[src/rtl/ram_arbiter_pkg.sv]
// ram_arbiter_pkg: shared types and constants for the two-port RAM arbiter.
package ram_arbiter_pkg;

  localparam int ADDR_W = 8;
  localparam int DATA_W = 16;
  localparam int WD_W   = 8;
  localparam int DEFAULT_LOCK_TIMEOUT = 16;

  typedef logic [ADDR_W-1:0] RamAddress;
  typedef logic [DATA_W-1:0] Word;

  typedef enum logic [1:0] {
    ARB_RR,
    ARB_LOCK0,
    ARB_LOCK1
  } ArbState;

  typedef struct packed {
    logic      write;
    logic      lock;
    RamAddress addr;
    Word       wdata;
  } ArbRequest;

  function automatic logic [31:0] sat_inc(input logic [31:0] v);
    return (&v) ? v : v + 32'd1;
  endfunction

endpackage

[src/rtl/ram_arbiter_watchdog.sv]
// arb_lock_watchdog: counts consecutive locked cycles and
// flags expiry when a lock has been held for TIMEOUT cycles.
module arb_lock_watchdog
  import ram_arbiter_pkg::*;
#(
  parameter int TIMEOUT = DEFAULT_LOCK_TIMEOUT
)(
  input  logic clk,
  input  logic reset,
  input  logic locked_i,
  input  logic keep_i,
  output logic expire_o
);

  localparam logic [WD_W-1:0] LAST = WD_W'(TIMEOUT - 1);

  logic [WD_W-1:0] cnt_q, cnt_d;

  assign expire_o = locked_i && (cnt_q == LAST);

  // count only while the lock survives into the next cycle
  always_comb begin
    cnt_d = '0;
    if (locked_i && keep_i)
      cnt_d = cnt_q + 1'b1;
  end

  always_ff @(posedge clk or posedge reset) begin
    if (reset)
      cnt_q <= '0;
    else
      cnt_q <= cnt_d;
  end

endmodule

[src/rtl/ram_arbiter.sv]
// ram_arbiter: round-robin sharing of one word RAM between CPU and debug
// ports, with bus lock and lock watchdog. ARB_STATS_EN adds grant counters.
module ram_arbiter
  import ram_arbiter_pkg::*;
#(
  parameter int NPORTS       = 2,
  parameter int LOCK_TIMEOUT = DEFAULT_LOCK_TIMEOUT
)(
  input  logic                          clk,
  input  logic                          reset,
  input  logic [NPORTS-1:0]             req_valid,
  input  logic [NPORTS-1:0]             req_write,
  input  logic [NPORTS-1:0]             req_lock,
  input  logic [NPORTS-1:0][ADDR_W-1:0] req_addr,
  input  logic [NPORTS-1:0][DATA_W-1:0] req_wdata,
  output logic [NPORTS-1:0]             req_ready,
  output logic [NPORTS-1:0]             resp_valid,
  output logic [DATA_W-1:0]             resp_data,
  output logic [ADDR_W-1:0]             ram_address,
  output logic                          ram_write_enable,
  output logic [DATA_W-1:0]             ram_write_data,
  input  logic [DATA_W-1:0]             ram_data,
  output logic                          lock_error
`ifdef ARB_STATS_EN
  ,
  output logic [31:0]                   stat_grants0,
  output logic [31:0]                   stat_grants1,
  output logic [31:0]                   stat_conflicts
`endif
);

  ArbState          state_q, state_d;
  logic             last_q, last_d;
  logic [1:0]       resp_valid_q, resp_valid_d;
  Word              resp_data_q, resp_data_d;
  logic             gnt_any, gnt_sel;
  logic             expire, rd_acc;
  ArbRequest [1:0]  req;
  ArbRequest        cur;

  always_comb begin
    for (int p = 0; p < 2; p++)
      req[p] = {req_write[p], req_lock[p], req_addr[p], req_wdata[p]};
  end

  // reset also masks the grant so ready and RAM strobes drop at once
  always_comb begin
    gnt_any = 1'b0;
    gnt_sel = 1'b0;
    unique case (state_q)
      ARB_RR: begin
        gnt_any = |req_valid;
        gnt_sel = (&req_valid) ? ~last_q : ~req_valid[0];
      end
      ARB_LOCK0: begin
        gnt_any = req_valid[0];
        gnt_sel = 1'b0;
      end
      ARB_LOCK1: begin
        gnt_any = req_valid[1];
        gnt_sel = 1'b1;
      end
      default: ;
    endcase
    if (reset)
      gnt_any = 1'b0;
  end

  assign cur    = req[gnt_sel];
  assign rd_acc = gnt_any && !cur.write;

  assign req_ready        = gnt_any ? (gnt_sel ? 2'b10 : 2'b01) : 2'b00;
  assign ram_address      = gnt_any ? cur.addr : '0;
  assign ram_write_enable = gnt_any && cur.write;
  assign ram_write_data   = gnt_any ? cur.wdata : '0;
  assign resp_valid       = resp_valid_q;
  assign resp_data        = resp_data_q;
  assign lock_error       = expire;

  always_comb begin
    state_d      = state_q;
    last_d       = last_q;
    resp_valid_d = rd_acc ? req_ready : 2'b00;
    resp_data_d  = rd_acc ? ram_data : resp_data_q;
    if (gnt_any) begin
      last_d = gnt_sel;
      if (state_q == ARB_RR) begin
        if (cur.lock)
          state_d = gnt_sel ? ARB_LOCK1 : ARB_LOCK0;
      end else if (!cur.lock) begin
        state_d = ARB_RR;
      end
    end
    // forced release hands the next conflict to the other port
    if (expire) begin
      state_d = ARB_RR;
      last_d  = (state_q == ARB_LOCK1);
    end
  end

  always_ff @(posedge clk or posedge reset) begin
    if (reset) begin
      state_q      <= ARB_RR;
      last_q       <= 1'b1;
      resp_valid_q <= 2'b00;
      resp_data_q  <= '0;
    end else begin
      state_q      <= state_d;
      last_q       <= last_d;
      resp_valid_q <= resp_valid_d;
      resp_data_q  <= resp_data_d;
    end
  end

  arb_lock_watchdog #(
    .TIMEOUT (LOCK_TIMEOUT)
  ) u_wd (
    .clk      (clk),
    .reset    (reset),
    .locked_i (state_q != ARB_RR),
    .keep_i   (state_d != ARB_RR),
    .expire_o (expire)
  );

`ifdef ARB_STATS_EN
  logic [31:0] grants0_q, grants1_q, conflicts_q;

  always_ff @(posedge clk or posedge reset) begin
    if (reset) begin
      grants0_q   <= '0;
      grants1_q   <= '0;
      conflicts_q <= '0;
    end else begin
      if (req_ready[0])
        grants0_q <= sat_inc(grants0_q);
      if (req_ready[1])
        grants1_q <= sat_inc(grants1_q);
      if (|(req_valid & ~req_ready))
        conflicts_q <= sat_inc(conflicts_q);
    end
  end

  assign stat_grants0   = grants0_q;
  assign stat_grants1   = grants1_q;
  assign stat_conflicts = conflicts_q;

  task automatic dump();
    $display("ram_arbiter stats: grants0=%0d grants1=%0d conflicts=%0d",
             grants0_q, grants1_q, conflicts_q);
  endtask
`endif

`ifndef SUPRESS_ERRORS
  logic [1:0]      stall_q;
  ArbRequest [1:0] held_q;

  always_ff @(posedge clk or posedge reset) begin
    if (reset) begin
      stall_q <= '0;
      held_q  <= '0;
    end else begin
      for (int p = 0; p < 2; p++) begin
        if (stall_q[p] && req_valid[p])
          assert (held_q[p].write == req[p].write &&
                  held_q[p].addr  == req[p].addr &&
                  held_q[p].wdata == req[p].wdata)
          else $error("ram_arbiter: port %0d request changed while stalled", p);
      end
      stall_q <= req_valid & ~req_ready;
      held_q  <= req;
    end
  end
`endif

endmodule
[config.mk]
export PLATFORM = sky130hd
export DESIGN_NAME = ram_arbiter
export DESIGN_NICKNAME = d
export VERILOG_FILES = /design/src/rtl/ram_arbiter_pkg.sv /design/src/rtl/ram_arbiter_watchdog.sv /design/src/rtl/ram_arbiter.sv
export SDC_FILE = /design/constraint.sdc
export NUM_CORES = 1
export LEC_CHECK = 0
export CAP_MARGIN = 20
export CORE_MARGIN = 2
export CORE_UTILIZATION = 34
export CTS_CLUSTER_SIZE = 12
export DETAILED_ROUTE_END_ITERATION = 10
export HOLD_SLACK_MARGIN = 0.12
export PLACE_DENSITY = 0.79
export SYNTH_ARGS = -nofsm -noshare
export SYNTH_HDL_FRONTEND = slang
export SYNTH_HIERARCHICAL = 1
export SYNTH_SLANG_ARGS = --single-unit
[constraint.sdc]
create_clock -name clk -period 2.15 [get_ports clk]
set_input_delay 0.43 -clock clk [delete_from_list [all_inputs] [get_ports clk]]
set_output_delay 0.43 -clock clk [all_outputs]
set_load 0.1 [all_outputs]
==> results of run 1 <==
[final cells by class]
class / instances / area, µm² / area share
clock buffers: 8 / 90.1 / 0.0239
multi-input cells: 91 / 1060 / 0.282
well taps: 52 / 65.1 / 0.0173
repair buffers: 146 / 1780 / 0.472
flip-flops and latches: 29 / 728 / 0.193
inverters: 8 / 45.0 / 0.0119
[worst max-delay path: stages, from the launching register on]
cell and delay (ns):
dfrtp_1 0.41, buf_6 0.14, nand2b_4 0.15, a311oi_4 0.35, buf_4 0.20, buf_16 0.13, a22o_4 0.13, buf_12 0.17
[cells in the final DEF, fill, tap and decap left out, types with 2 or more instances in the layout]
master / count
nand2_1: 2
buf_16: 3
buf_6: 5
a22o_4: 24
nand2_4: 3
mux2_2: 6
dfrtp_1: 27
nor2_1: 4
or3_1: 3
buf_12: 33
o21ai_2: 2
inv_2: 2
clkbuf_8: 6
mux2_4: 10
clkbuf_1: 2
a21oi_1: 6
buf_4: 33
dlygate4sd2_1: 3
inv_1: 4
clkdlybuf4s50_1: 68
nand3_1: 2
xor2_1: 2
o21ai_0: 4
[synth_stat cells, drive strengths merged]
library cell	n	area, µm²
nor3b	1	7.51
clkbuf	4	15.0
clkinv	1	3.75
nand2b	2	12.5
and2	1	6.26
buf	2	20.0
xor2	2	17.5
mux2	16	218
or3b	1	8.76
ha	1	12.5
o21bai	1	7.51
a22o	24	210
or4b	1	10.0
xnor2	1	8.76
nor3	1	5.00
a311oi	1	15.0
nand2	6	22.5
dfrtp	28	701
o21ai	6	30.0
dfstp	1	26.3
and3	2	17.5
a21oi	8	51.3
nor2	5	18.8
or3	3	18.8
nand4	1	6.26
a211oi	1	7.51
a31oi	1	6.26
nand3	3	20.0
inv	7	26.3
o2111ai	1	8.76
a21o	1	7.51
[per-layer routing]
metal  share of wire  up-vias
li1                -      800
met1            0.37      870
met2            0.52      117
met3           0.071       26
met4           0.038        0
met5               0        -
[worst paths after layout]
path                                    start           endpoint  slack [ns]  depth (start not counted)
worst max-delay path               state_q[0]  ram_write_data[3]       -0.24                          7
worst min-delay path                    reset      u_wd/cnt_q[2]        0.38                          2
max in group asynchronous               reset             last_q        1.18                          4
min in group clk                u_wd/cnt_q[0]      u_wd/cnt_q[0]        0.51                          1
worst min register to register  u_wd/cnt_q[0]      u_wd/cnt_q[0]        0.51                          1
worst max register to register     state_q[0]       resp_data[1]       -0.02                          9
[state kept, by name, indices dropped and copies added (netlist names)]
| signal | flops |
|---|---|
| last_q | 1 |
| resp_valid | 2 |
| state_q | 2 |
| resp_data | 16 |
| u_wd/cnt_q | 8 |
[power by group through the flow]
stage	clock, mW	combinational, mW	sequential, mW
CTS	0.467	3.35	0.873
global placement	0	3.11	0.870
global route	0.496	3.57	0.911
detailed placement	0	3.15	0.871
finish	0.461	3.48	0.896
floorplan	0	1.12	2.01
[logic make-up (layout without fill, tap and decap cells)]
logic type,after synthesis,in the layout,share of synthesized area
compound gates,44,44,0.222
xor+xnor,3,3,0.0170
fa+ha+maj,1,1,0.00809
buf+inv,14,162,0.0421
flops,29,29,0.470
mux,16,16,0.141
simple gates,27,27,0.0995
[stage by stage]
| step | hold WS (ns) | setup WS, ns | setup TNS (ns) |
|---|---|---|---|
| 2_1_floorplan | 0.246 | -0.338 | -3.69 |
| 6_report | 0.380 | -0.244 | -5.43 |
| 5_1_grt | 0.393 | -0.305 | -8.04 |
| 4_1_cts | 0.350 | -0.220 | -4.77 |
| 3_3_place_gp | 0.468 | -0.359 | -14.52 |
| 3_5_place_dp | 0.469 | -0.403 | -16.13 |
[timing repair]
| item | CTS | global route |
|---|---|---|
| setup buffers | 8 | 9 |
| setup endpoints to repair | 44 | 51 |
| cloned | 4 | 1 |
| gates resized for setup | 34 | 14 |
| pin swaps | 17 | 8 |
==> metrics.md, run 1 <==
| Metric | Value |
|---|---|
| CP max FO | 7 |
| Met1 usage | 0.286 |
| Die footprint | 5100 µm² |
| Max Slew Vio Count | 0 |
| Dpl hpwl | 3920 µm |
| Total Power | 4.84 mW |
| Flops & latches, synth | 29 |
| CTS Root Cell | clkbuf_8 |
| Worst path arrival time | 1.96 ns |
| Sequential share of the synthesized area | 0.470 |
| FP Rows | 24 |
| Mapped Area | 1550 µm² |
| Port Buffers | 117 |
| CP Capture Type | output pin |
| Initial antenna violation count | 0 |
| Cell area power density | 1280 nW/µm² |
| Die Wd | 71.4 µm |
| Final Util | 0.866 |
| Diodes inserted | 0 |
| Synth unique cells | 36 |
| Power share of the clock group | 0.095 |
| Initial Util | 0.355 |
| Ratio of cells with drive above 1 in the final layout | 0.514 |
| Clock Latency Late Sink | 0.28 ns |
| Period utilization | 1.11 |
| # nets final | 354 |
| Met2 Usage GRT | 0.477 |
| Drt wl/cell | 23.7 µm |
| CTS tree | yes |
| Rel. slew slack | 0.754 |
| Synthesized Nets | 207 |
| Peak supply drop | 1330 µV |
| Final Critical Period | 2.39 ns |
| Antenna-violating nets left | 0 |
| Maximum clock path buffer count | 2 |
| Sw Ratio | 0.549 |
| Routability cong. | 0.846 |
| TritonRoute pass-1 iters | 4 |
| Die H | 71.4 µm |
| I/O pins | 118 |
| Gr ovfl total | 0 |
| Max cap viols | 0 |
| Final worst-path setup slack | -0.244 ns |
| Final instance area | 3770 µm² |
| Internal Dissipation | 2.18 mW |
| Skew final | 0.00528 ns |
| Yosys warns | 6 |
| WS Path Type | reg -> out |
| Hold Buf Count CTS | 0 |
| Gr usage total | 0.259 |
| Vias in the first global route | 1919 |
| Via count | 1813 |
| NetSw | 2.66 mW |
| Pin count of the biggest net entering global routing | 21 |
| DP Area | 3250 µm² |
| Max Freq | 418 MHz |
| Area Growth Syn to Fin | 144% |
| Critical Path RT | 1.72 ns |
| RSZ-0062 raised after global routing | true |
| Post-Synthesis Cells | 134 |
| Met3 Use GR | 0.0633 |
| Floorplan core area | 4350 µm² |
| Reg clk slew, reported paths | 0.06 ns |
| Seq pwr share | 0.185 |
| Cts bufs inserted | 5 |
| Final setup violating endpoints | 38 |
| Vias/cell | 5.43 |
| Measured slew at the worst slew-check pin | 0.367 ns |
| Violated checks | negative setup slack |
| Fin cells | 334 |
| DRC | 0 |
| Total Routed Length | 7900 µm |
| Detailed router's first-iteration violation count | 118 |
| Status | complete, but fails checks |
| Clk sinks | 29 |
| Fillers | 177 |
| Syn avg cell area | 11.5 µm² |
| # placed instances | 308 |
| Critical Path Source Type | register |
| Pleak | 1.71 nW |
| Min-Delay Path Class | in -> async |
| Htree depth | 2 |
| Final hold viol count | 0 |
| Combinational power share | 0.720 |
| Gr busiest metal | met2 |
| First-pass GRT wire length | 9990 µm |
Note: power is estimated with default switching activity, not from simulation.
==> run 2, diff against run 1 <==
--- a/config.mk
+++ b/config.mk
@@ -8,4 +8,6 @@
 export CAP_MARGIN = 20
+export CELL_PAD_IN_SITES_DETAIL_PLACEMENT = 0
+export CELL_PAD_IN_SITES_GLOBAL_PLACEMENT = 1
 export CORE_MARGIN = 2
-export CORE_UTILIZATION = 34
+export CORE_UTILIZATION = 24
 export CTS_CLUSTER_SIZE = 12
--- a/constraint.sdc
+++ b/constraint.sdc
@@ -3,2 +3,2 @@
 set_output_delay 0.43 -clock clk [all_outputs]
-set_load 0.1 [all_outputs]
+set_load 0.05 [all_outputs]
==> metrics.md, run 2 (synthesis results as in run 1) <==
| Metric | Value |
|---|---|
| Status | complete, but fails checks |
| Violated checks | negative setup slack |
| CP peak stage delay | 0.41 ns (about the same) |
| Area Growth Syn to Fin | 131% |
| Via count | 1705 (-6.0%) |
| Final setup violating endpoints | 25 (-34%) |
| Worst path top cell family by delay | simple AND/OR/NAND/NOR gates |
| Reg clk slew, reported paths | 0.06 ns (about the same) |
| TNS Setup | -2.37 ns (+3.06 ns) |
| Drt wl/cell | 15.4 µm (-35%) |
| TritonRoute pass-1 iters | 4 (unchanged) |
| Critical Path RT | 1.72 ns (about the same) |
| FP Rows | 29 (+21%) |
| Vias in the first global route | 1756 (-8.5%) |
| Antenna-violating nets left | 0 (unchanged) |
| Worst path arrival time | 1.84 ns (-0.12 ns) |
| Htree depth | 2 (unchanged) |
| DRC | 0 (unchanged) |
| Peak supply drop | 906 µV (-32%) |
| Initial Util | 0.246 (-0.109) |
| Most frequent cells in the layout | clkdlybuf4s50_1 (86), dfrtp_1 (28), buf_6 (19) |
| Cell area power density | 1060 nW/µm² (-17%) |
| Maximum clock path buffer count | 2 (unchanged) |
| Hold Buf Count CTS | 0 (unchanged) |
| Measured slew at the worst slew-check pin | 0.523 ns (+0.156 ns) |
| Gr usage total | 0.156 (-0.103) |
| Max Freq | 440 MHz (+5.4%) |
| Die Wd | 84.3 µm (+18%) |
| Max reg flops | 16 (unchanged) |
| Pin count of the biggest net entering global routing | 22 (+4.8%) |
| Final Util | 0.570 (-0.296) |
| Routability cong. | 0.765 (-9.7%) |
| Final hold viol count | 0 (unchanged) |
| Worst-path cell chain | or3b_4 -> nand2_4 -> clkinv_8 -> buf_16 -> a22o_1 -> buf_6 |
| I/O pins | 118 (unchanged) |
| Worst hold margin | 0.476 ns (+0.0960 ns) |
| Rel. slew slack | 0.650 (-0.104) |
| Skew final | 0.00453 ns (-0.000749 ns) |
| Initial antenna violation count | 0 (unchanged) |
| Commonest non-fill, non-tap cell in the layout | clkdlybuf4s50_1 |
| CP max FO | 6 (-1) |
| Vias/cell | 4.72 (-13%) |
| WS Path Type | reg -> out |
| Crit path buffers/inverters | 3 (-1) |
| Period utilization | 1.06 (-0.0570) |
| CP Capture Type | output pin |
| Final worst-path setup slack | -0.122 ns (+0.123 ns) |
| Floorplan core area | 6280 µm² (+44%) |
| DP Area | 2970 µm² (-8.7%) |
| Max cap viols | 0 (unchanged) |
| Critical Path Source Type | register |
| Clk sinks | 29 (unchanged) |
| Die footprint | 7100 µm² (+39%) |
| Detailed router's first-iteration violation count | 39 (-67%) |
| Pleak | 1.59 nW (-6.8%) |
| Total Routed Length | 5560 µm (-30%) |
| First-pass GRT wire length | 8790 µm (-12%) |
| Die H | 84.3 µm (+18%) |
| Dpl hpwl | 3770 µm (-4.0%) |
| Cts bufs inserted | 5 (unchanged) |
| Final Critical Period | 2.27 ns (-0.123 ns) |
| Port Buffers | 117 (unchanged) |
| Diodes inserted | 0 (unchanged) |
| Clock Latency Late Sink | 0.28 ns (about the same) |
| Min-Delay Path Class | in -> async |
| Max Slew Vio Count | 0 (unchanged) |
| # nets final | 356 (+0.56%) |
| CTS tree | yes |
| Critical Path Slowest Stage Cell | dfrtp_1 |
| CTS Root Cell | clkbuf_8 |
| Final instance area | 3580 µm² (-5.0%) |
| Ratio of cells with drive above 1 in the final layout | 0.387 (-0.127) |
| Gr ovfl total | 0 (unchanged) |
| RSZ-0062 raised after global routing | true |
[run 2: report_power, final]
group	internal [mW]	total, mW	switching [mW]
Combinational	1.08	2.37	1.29
Clock	0.377	0.576	0.199
Sequential	0.742	0.858	0.115
Total	2.20	3.80	1.60
[run 2: layer usage]
layer | part of all wire | vias to the layer above | global-route usage
li1 | - | 799 | -
met1 | 0.39 | 806 | 0.174
met2 | 0.52 | 92 | 0.282
met3 | 0.078 | 8 | 0.0452
met4 | 0.015 | 0 | 0.0557
met5 | 0 | - | 0
[run 2: metrics by stage]
stage / std cells / worst slack [ns] / power, mW
after floorplan: 134 / 0.00684 / 2.15
after global placement: 340 / -0.342 / 2.90
after detailed placement: 340 / -0.356 / 2.91
after CTS: 360 / -0.132 / 3.81
after global routing: 361 / -0.161 / 3.96
final: 361 / -0.122 / 3.80
[run 2: worst reg2reg max path: stages, from the launching register on]
cell	delay (ns)
dfrtp_1	0.40
inv_1	0.10
nand2_2	0.10
or4b_4	0.48
nor3_4	0.14
buf_4	0.14
inv_1	0.04
o21ai_1	0.10
o21bai_1	0.11
nand2_2	0.17
a21oi_1	0.07
[run 2: area by class of cell]
class / count / area [µm²]
repair buffers: 148 / 1670
fillers: 527 / 2700
clock buffers: 7 / 86.3
inverters: 8 / 42.5
well taps: 77 / 96.3
flip-flops and latches: 29 / 727
multi-input cells: 91 / 925
clock inverters: 1 / 30.0
[run 2: what timing repair did]
action / CTS / global route
endpoints found under the hold margin: 0 / 0
pin swaps: 29 / 6
gates resized for setup: 69 / 9
gates cloned: 5 / 0
buffers inserted: 7 / 1
endpoints found under the setup margin: 28 / 35
[run 2: final timing paths]
check                              start             end  slack [ns]  cells past startpoint
max                           state_q[0]  ram_address[3]       -0.12                      6
min                                reset   u_wd/cnt_q[1]        0.48                      3
max reg2reg                   state_q[0]   u_wd/cnt_q[7]        0.19                     10
min reg2reg                u_wd/cnt_q[0]   u_wd/cnt_q[0]        0.48                      1
max in group asynchronous          reset          last_q        1.27                      4
min in group clk           u_wd/cnt_q[0]   u_wd/cnt_q[0]        0.48                      1
==> patch, RTL diff (settings of run 1) <==
The package constant `WD_W` goes from 8 to 6.
--- a/src/rtl/ram_arbiter_pkg.sv
+++ b/src/rtl/ram_arbiter_pkg.sv
@@ -4,5 +4,5 @@
   localparam int ADDR_W = 8;
   localparam int DATA_W = 16;
-  localparam int WD_W   = 8;
+  localparam int WD_W   = 6;
   localparam int DEFAULT_LOCK_TIMEOUT = 16;
 
Behaviour: no difference found for any inputs over 10 cycles, from zero or initial values and one cycle with reset high; that may be too few to reach the edited logic, so the function may still have changed.
==> patch against run 1 <==
The run still ends with negative setup slack left; synthesized cell count down 8.2%; sequential cell count down 2; critical path depth up 1; sequential power down 5.7%; synthesized area down 6.7%; clock skew up 0.0080 ns; routed wire length down 0.49%; cell area down 3.4%; setup slack better by 0.11 ns; total power down 4.8%; critical endpoint is now req_ready[0].
==> patch: results (changes against run 1) <==
- Num CTS Buffers: 3 (-2)
- WHS: 0.285 ns (-0.0943 ns)
- Top cells by count, synth: dfrtp_1 (26), a22o_1 (24), mux2_4 (10)
- Status: complete, but fails checks
- Clock skew: 0.0133 ns (+0.00803 ns)
- Place WS: -0.396 ns (+0.00697 ns)
- RR Endpoint: u_wd/cnt_q[5]$_DFF_PP0_
- Global-route wire length before repair: 11,400 um (+14%)
- Met1 wire length: 3240 um (+11%)
- Final setup TNS: -3.16 ns (+2.27 ns)
- Layout cells sized above 1: 51.3% (-0.12 points)
- Critical path origin: state_q[1]$_DFF_PP0_
- H-tree levels: 1 (-1)
- CP Max Fanout: 5 (-2)
- Worst vdd ir: 1.39 mV (+4.4%)
- Final setup vio count: 27 (-29%)
- Worst-path clk slew: 0.08 ns (+0.02 ns)
- Met2 Use GR: 54.0% (+6.2 points)
- Worst Path Arrival: 1.86 ns (-0.10 ns)
- Vias per std cell: 5.44 (+0.29%)
- Register area share after synthesis: 46.9% (-0.085 points)
- Worst slew margin: 78.1% (+2.7 points)
- Routed WL: 7870 um (-0.49%)
- Dominant cells by area after synthesis: dfrtp_1 (45%), a22o_1 (15%), mux2_4 (10%), mux2_2 (4.7%), dfstp_2 (1.8%)
- Post-CTS Setup Inserts: 6 (-2)
- Total global-route track usage: 31.4% (+5.5 points)
- Total number of vias: 1,742 (-3.9%)
- Met2 WL: 3940 um (-4.6%)
- Failing checks: negative setup slack
- Largest net degree at the start of global routing: 22 (+4.8%)
- Fill cells: 163 (-7.9%)
- Worst Setup Slack, final: -0.138 ns (+0.106 ns)
- Synth cell types: 33 (-8.3%)
- DR iter-0 viols: 101 (-14%)
- Mapped Avg Cell Area: 11.7 um^2 (+1.6%)
- Area share of fa/ha/maj cells after synthesis: 0.867% (+0.058 points)
- R2R depth: 8 (-1)
- Leak: 0.00167 uW (-2.2%)
- Worst Setup EP: req_ready[0]
- GP Congestion: 0.919 (+8.6%)
- NumNets Final: 343 (-3.1%)
- Post-placement cell count: 298 (-3.2%)
- Met1 usage: 40.1% (+12 points)
[patch: final cells by class]
class / instances / area share, %
clock inverter: 1 / 0.137
clock buffer: 3 / 1.13
inverter: 8 / 1.03
antenna: 1 / 0.0687
tap: 50 / 1.72
timing repair buffer: 148 / 49.8
multi-input combinational: 82 / 27.6
sequential: 27 / 18.6
[patch: logic make-up (layout without fill, tap and decap cells)]
family                     Yosys count  count (layout)
adders and majority gates            1               1
other                                0               1
DFF                                 27              27
xor gates and xnor gates             3               3
muxes                               16              16
buffers and inverters               14             160
and+or+nand+nor                     22              22
AOI/OAI and AO/OA                   40              40
[patch: where the power goes]
group / internal, uW / switching (uW) / total, uW
clock: 130 / 161 / 292
sequential: 703 / 142 / 845
combinational: 1180 / 2290 / 3470
[patch: worst register-to-register path, cell delays in order (launching register included)]
cell      delay, ns
dfrtp_1        0.41
nand2b_4       0.16
a311oi_4       0.34
buf_4          0.21
buf_4          0.16
a21oi_1        0.12
o21bai_2       0.20
nand2_2        0.11
a21oi_1        0.18
